**config.mk**
```make
export PLATFORM = sky130hd
export DESIGN_NAME = depacketizer_n
export DESIGN_NICKNAME = d
export VERILOG_FILES = /design/src/rtl/depacketizer_n.sv
export SDC_FILE = /design/constraint.sdc
export NUM_CORES = 1
export LEC_CHECK = 0
export ABC_AREA = 1
export BUFFER_PORTS_ARGS = -buffer_cell sky130_fd_sc_hd__buf_4
export CORE_ASPECT_RATIO = 1.1
export CORE_MARGIN = 3
export CORE_UTILIZATION = 58
export CTS_BUF_LIST = sky130_fd_sc_hd__clkbuf_8 sky130_fd_sc_hd__clkbuf_16
export DETAILED_ROUTE_END_ITERATION = 10
export GPL_TIMING_DRIVEN = 0
export MAX_ROUTING_LAYER = met4
export PLACE_DENSITY_LB_ADDON = 0.1
export RECOVER_POWER = 25
export SLEW_MARGIN = 20
export SYNTH_ARGS = -nofsm -noshare
export SYNTH_HDL_FRONTEND = slang
export SYNTH_SLANG_ARGS = --single-unit
```
**constraint.sdc**
```tcl
create_clock -name clk -period 3.3 [get_ports clk]
set_clock_uncertainty 0.05 [all_clocks]
set_input_delay 0.66 -clock clk [delete_from_list [all_inputs] [get_ports clk]]
set_output_delay 0.66 -clock clk [all_outputs]
set_load 0.02 [all_outputs]
```
**src/rtl/depacketizer_n.sv**
```systemverilog
// Flit-serial depacketizer: strips per-flit control/VC/dest fields and reassembles
// a 1..MAX_FLITS flit packet into one word held in a single-entry output register.
module depacketizer_n #(
   parameter  int WIDTH_FLIT       = 18,
   parameter  int MAX_FLITS        = 4,
   parameter  int WIDTH_DATA       = 48,
   parameter  int VC_ADDRESS_WIDTH = 1,
   parameter  int ADDRESS_WIDTH    = 4,
   localparam int HP  = WIDTH_FLIT - 3 - VC_ADDRESS_WIDTH - ADDRESS_WIDTH,
   localparam int BP  = WIDTH_FLIT - 3 - VC_ADDRESS_WIDTH,
   localparam int CAP = HP + (MAX_FLITS - 1) * BP,
   localparam int LW  = $clog2(MAX_FLITS + 1)
) (
   input  logic                        clk,
   input  logic                        rst_n,
   input  logic [WIDTH_FLIT-1:0]       flit_in,
   input  logic                        valid_in,
   output logic                        ready_out,
   output logic [WIDTH_DATA-1:0]       data_out,
   output logic [VC_ADDRESS_WIDTH-1:0] vc_out,
   output logic [LW-1:0]               len_out,
   output logic                        valid_out,
   input  logic                        ready_in,
   output logic                        err_out
);

   typedef enum logic {IDLE, BODY} state_t;

   localparam logic SINGLE = (MAX_FLITS == 1);

   state_t                      state;
   logic [LW-1:0]               cnt;
   logic [LW-1:0]               cnt_inc;
   logic [CAP-1:0]              asm_r;
   logic [CAP-1:0]              asm_head;
   logic [CAP-1:0]              asm_body;
   logic [VC_ADDRESS_WIDTH-1:0] vc_r;
   logic [VC_ADDRESS_WIDTH-1:0] vc_in;
   logic                        accept;
   logic                        fv;
   logic                        hd;
   logic                        tl;
   int unsigned                 body_shift;

   assign ready_out = !valid_out || ready_in;
   assign accept    = valid_in && ready_out;
   assign fv        = flit_in[WIDTH_FLIT-1];
   assign hd        = flit_in[WIDTH_FLIT-2];
   assign tl        = flit_in[WIDTH_FLIT-3];
   assign vc_in     = flit_in[WIDTH_FLIT-4 -: VC_ADDRESS_WIDTH];
   assign cnt_inc   = cnt + LW'(1);

   // Body flit k lands BP bits below flit k-1; k equals the current count.
   always_comb begin
      body_shift = 0;
      if (int'(cnt) >= 1 && int'(cnt) < MAX_FLITS)
         body_shift = int'(CAP - HP - int'(cnt) * BP);
      asm_head = CAP'(flit_in[HP-1:0]) << (CAP - HP);
      asm_body = asm_r | (CAP'(flit_in[BP-1:0]) << body_shift);
   end

   always_ff @(posedge clk or negedge rst_n) begin
      if (!rst_n) begin
         state     <= IDLE;
         cnt       <= '0;
         asm_r     <= '0;
         vc_r      <= '0;
         data_out  <= '0;
         vc_out    <= '0;
         len_out   <= '0;
         valid_out <= 1'b0;
         err_out   <= 1'b0;
      end else begin
         err_out <= 1'b0;
         if (ready_in)
            valid_out <= 1'b0;
         if (accept && fv) begin
            if (!hd) begin
               if (state == BODY) begin
                  asm_r <= asm_body;
                  cnt   <= cnt_inc;
                  if (tl || cnt_inc == LW'(MAX_FLITS)) begin
                     data_out  <= asm_body[CAP-1 -: WIDTH_DATA];
                     vc_out    <= vc_r;
                     len_out   <= cnt_inc;
                     valid_out <= 1'b1;
                     err_out   <= !tl;
                     state     <= IDLE;
                  end
               end else begin
                  err_out <= 1'b1;
               end
            end else begin
               // A head arriving in BODY abandons the partial packet, then starts afresh.
               err_out <= (state == BODY) || (SINGLE && !tl);
               asm_r   <= asm_head;
               vc_r    <= vc_in;
               cnt     <= LW'(1);
               if (tl || SINGLE) begin
                  data_out  <= asm_head[CAP-1 -: WIDTH_DATA];
                  vc_out    <= vc_in;
                  len_out   <= LW'(1);
                  valid_out <= 1'b1;
                  state     <= IDLE;
               end else begin
                  state <= BODY;
               end
            end
         end
      end
   end

endmodule

```
# Word-level counts from Yosys, hierarchy flattened
# Cells that the tools add are included.
[word_totals]
reg_bits = 111
out_inout_bits = 55
wordCells = 61
[op_classes]
add_sub_neg = 2
mul = 1
n_lt_le_gt_ge = 2
n_eq_ne = 2
shifts = 1
n_mux = 31
bitwise = 1
reduce_logical = 12
[ops]
columns = ["cell", "count"]
rows = [
  ["$mux W48", 4],
  ["$mux W52", 2],
  ["$or A52 B52 Y52", 1],
  ["$shl A14 B32 Y52", 1],
  ["$mux W32", 1],
  ["$mux W1", 18],
  ["$mux W3", 6],
  ["$sub A6 B7 Y8 const A", 1],
  ["$mul A3 B3 Y6 const B", 1],
  ["$reduce_and A2 Y1", 2],
  ["$reduce_and A4 Y1", 1],
  ["$reduce_bool A2 Y1", 2],
  ["$add A3 B1 Y3 const B", 1],
  ["$eq A3 B3 Y1 const B", 1],
  ["$ge A3 B1 Y1 const B", 1],
  ["$logic_and A1 B1 Y1", 3],
  ["$lt A3 B3 Y1 const B", 1],
  ["$logic_not A1 Y1", 2],
  ["$logic_or A1 B1 Y1", 2],
  ["$ne A2 B2 Y1 const B", 1],
]

# Logic depth before layout (Yosys ltp)
[depth]
word_depth = 8
depth_mapped = 20

# Worst setup path after synthesis
# OpenSTA, ideal clock, no wires.
[synth_timing]
kind = "register -> register"
from = "register cnt[0]"
to = "register asm_r[40]"
arrival_ns = 2.779
t_required_ns = 3.132
slack_ns = 0.353
stages_incl_launch_ff = 20
path_buffers = 1
period_less_slack_ns = 2.947
cell_sequence = "dfrtp_1 -> fa_1 -> ha_1 -> fa_1 -> inv_1 -> nand2_2 -> nand2_1 -> nand2_1 -> nand2_4 -> buf_6 -> nand3_1 -> nand3_1 -> nand2_1 -> nand2_1 -> nand3_1 -> nand2_1 -> nand2_1 -> nand2_1 -> nand3_1 -> nand2_1"
[synth_via]
elab_chain_len = 7
word_cells_on_any_way = 10
cone_classes = "add/sub: 1; mul: 1; order compare: 2; shift: 1; mux: 3; bitwise: 1; reduce/logical: 1"
[synth_lines]
columns = ["item", "line_no", "rtl"]
rows = [
  ["from (decl)", "32", "logic [LW-1:0] cnt;"],
  ["from (signal assigned)", "81", "cnt <= cnt_inc;"],
  ["$mul A3 B3 Y6, or another cell as far along", "57", "body_shift = int'(CAP - HP - int'(cnt) * BP);"],
  ["$sub A6 B7 Y8 / $logic_and A1 B1 Y1 (equally long branches)", "57, 56", ""],
  ["$mux W32 (*)", "56", "if (int'(cnt) >= 1 && int'(cnt) < MAX_FLITS)"],
  ["$shl A14 B32 Y52 (*)", "59", "asm_body = asm_r | (CAP'(flit_in[BP-1:0]) << body_shift);"],
  ["$or A52 B52 Y52 (*)", "59", ""],
  ["$mux W52 (*)", "79", "if (state == BODY) begin"],
  ["$mux W52 (*)", "78", "if (!hd) begin"],
  ["to (signal assigned)", "80", "asm_r <= asm_body;"],
  ["to (signal assigned)", "96", "asm_r <= asm_head;"],
  ["to (decl)", "34", "logic [CAP-1:0] asm_r;"],
]
# Every way passes the cells marked *; elsewhere a longest branch is shown, timed or not. The select of a mux whose other input is x is not followed.
# A chain may end at the register's enable or synchronous reset.

# Worst setup path after layout
[layout_timing]
from = "register cnt[1]"
to = "register data_out[47]"
[layout_via]
elab_chain_len = 8
word_cells_on_any_way = 16
cone_classes = "add/sub: 2; mul: 1; order compare: 2; eq/ne: 1; shift: 1; mux: 4; bitwise: 1; reduce/logical: 4"
[layout_lines]
columns = ["item", "line_no", "rtl"]
rows = [
  ["$mul A3 B3 Y6, or another cell as far along", "57", ""],
  ["$sub A6 B7 Y8 / $logic_and A1 B1 Y1 (equally long branches)", "57, 56", ""],
  ["$mux W32", "56", ""],
  ["$shl A14 B32 Y52", "59", ""],
  ["$or A52 B52 Y52", "59", ""],
  ["$mux W48", "82", "if (tl || cnt_inc == LW'(MAX_FLITS)) begin"],
  ["$mux W48", "79", ""],
  ["$mux W48", "78", ""],
  ["to (signal assigned)", "83", "data_out <= asm_body[CAP-1 -: WIDTH_DATA];"],
  ["to (signal assigned)", "100", "data_out <= asm_head[CAP-1 -: WIDTH_DATA];"],
  ["to (decl)", "19", "output logic [WIDTH_DATA-1:0] data_out,"],
]
# Parallel ways exist; a longest one is shown, timed or not. The select of a mux whose other input is x is not followed.

==> results.cfg <==
[yosys]
synth_cells = 823
synthDistinctLibCells = 36
synth_edf_count = 0
synth.yosys.seq_area_share_pct = 44.6
syn_nets = 856
ys_ff_latch = 107
yosysMostFrequentCell = nand2_1
synth_area_um2 = 6010
ys_async_sr_fraction_pct = 100
ys_warn_count = 0
synth_ff_type = dfrtp_1
avgSynthCellArea_um2 = 7.30
yosys.area.top_type = dfrtp_1
synthTopCellsByCount = nand2_1, nand3_1, dfrtp_1, inv_1, o21ai_0
yosysTopAreaCellShare_pct = 44.6
yosys-top-cells-area = dfrtp_1, nand2_1, nand3_1

[setup_path]
crit_family = simple AND/OR/NAND/NOR gates
cp.arrival_ns = 3.64
crit_buf_inv = 2
cp_data_required_time_ns = 3.58
path_common_cell = nand3_1
r2r_cells = 17
path_cells = fa_1 -> ha_2 -> fa_1 -> inv_2 -> nand2_4 -> nand2_2 -> nand2_2 -> nand2_4 -> buf_12 -> nand3_1 -> nand3_2 -> nand3_1 -> nand3_2 -> nand3_1 -> nand2_1 -> nand3_1 -> nand2_1
worstReg2RegStart = cnt[1]
crit_type = reg -> reg
critPathSlowestCell = fa_1
r2r-end = data_out[47]
startpoint_type = flip-flop
worstPathMaxFanout = 7
end_kind = flip-flop
r2r_setup_slack_ns = -0.05
max_stage_delay_ns = 0.56

[placed_design]
port_buffers = 76
pre_cts_slack_ns = -0.305
place_hpwl_um = 15000
gp_congestion = 1.05

[drt]
post_drt_wl_per_cell_um = 20.0
antenna_left = 0
firstDrtPassIters = 5
viasPerCell = 6.24
drt_iter0_drc = 757
drt_wl_total_um = 21000
drc = 0
vias = 6575

[timing]
worst_pin_slew_ns = 2.62
fin_crit_sh_pct = 102
slew_headroom_pct = -74.9
finalCriticalPeriod_ns = 3.35
max_freq_mhz = 298
setup_ws_ns = -0.0522
hold_viol_final = 0
setup_viol = 27
final-max-slew-violation-count = 108
rsz0062_at_grt = true

[clocking]
clk_latency_ns = 0.39
cts_tree = yes
cts-buffers-inserted = 9
clockBufferDepth = 2
cts-htree-levels = 3
cts_sinks = 107
root_buffer = clkbuf_8
clk_pin_slew_ns = 0.11

[layout]
diodes = 0
fill_cells = 647
final_nets = 962
register_area_um2 = 2680
multi_input_area_um2 = 3770
area_delta_synth_final_pct = 32.7
layout-drive-gt1-share_pct = 34.8

[floorplan]
dieHeight_um = 113
core-area_um2 = 9980
ios = 77
fp.dieW_um = 103
dieArea_um2 = 11600
initial_core_util_pct = 60.2
rows = 38

[global_route]
grt_start_max_net_pins = 108
track_usage_pct = 35.7
grt_first_pass_wirelength_um = 30900
grt_remaining_overflow = 0
antenna_found_initial = 0
grt_pass1_vias = 6062

[outcome]
failed_checks = capacitance limit, slew limit, setup timing
outcome = finished, violations left

[min_path]
min_path_cells = 2
hold_start = asm_r[13]
hold_path.class = reg -> reg
hold_end = asm_r[13]

[job]
drv_cap = 1
## registers in the layout, indices dropped and copies added (netlist names)
register,count
valid_out,1
asm_r,48
err_out,1
cnt,3
len_out,3
vc_out,1
vc_r,1
state,1
data_out,48
## layout make-up
class	instances	area share [%]
Multi-Input combinational cell	620	47.3
Clock inverter	7	0.754
Timing Repair Buffer	94	9.25
Clock buffer	9	1.55
Sequential cell	107	33.6
Buffer	45	3.00
Timing Repair inverter	1	0.0942
Tap cell	120	1.88
Inverter	51	2.53
## metal layers
layer,vias to the layer above,wire length (um),track usage (%)
met2,443,10300,57.3
li1,2898,-,-
met4,0,1180,16.8
met3,107,1760,5.43
met5,-,0,-
met1,3127,7780,44.0
## stage by stage
stage                     utilization [%]  area [um^2]  setup TNS, ns  hold WS, ns  instances
final                                79.8         7970         -0.453        0.434       1054
after global routing                 79.8         7970          -8.66        0.453       1054
after CTS                            70.3         7020       -0.00383        0.378       1038
after detailed placement             67.4         6730         -15.10        0.406       1019
after global placement               67.4         6730          -9.59        0.403       1019
after floorplan                         -         6010              0        0.314        823
## worst min-delay path, delay by kind of cell (launching register included)
family	cells	cell delay, ns
AND/OR/NAND/NOR	2	0.10
flip-flops	1	0.35
## what timing repair did
action                     CTS  global route
hold buffers                 0             0
resized for setup           21           212
buffers inserted             3            13
setup endpoints to repair   96            96
cloned                       0             3
pin swaps                    3            58
## cells in the final DEF, fill, tap and decap left out, types with 14 or more instances in the layout
cell type / n
dfrtp_1: 105
nand3_4: 19
o21ai_1: 16
nand2_2: 51
nor2_1: 31
inv_1: 42
nand3_2: 50
o21ai_0: 19
nand4_1: 15
buf_2: 15
nand3_1: 83
clkbuf_1: 19
nand2_1: 251
buf_4: 92
nand2_4: 14
## logic make-up (layout without fill, tap and decap cells)
logic type	Yosys count	after routing	synth area share, %
compound gates	71	71	7.25
buf+inv	96	207	6.79
simple gates	537	537	38.5
mux	1	1	0.187
flops	107	107	44.6
fa+ha+maj	11	11	2.67
## worst max-delay path by stage
stage | to | cells past startpoint | slack, ns | from
after floorplan | asm_r[40] | 19 | 0.35 | cnt[0]
after global placement | data_out[32] | 14 | -0.28 | cnt[0]
after detailed placement | data_out[32] | 14 | -0.31 | cnt[0]
after CTS | asm_r[24] | 16 | -0.004 | cnt[1]
after global routing | asm_r[32] | 15 | -0.18 | cnt[1]
final | data_out[47] | 17 | -0.05 | cnt[1]
Power is not shown: default switching activity piles up to over one toggle a cycle in this logic, so the estimate is an artifact.
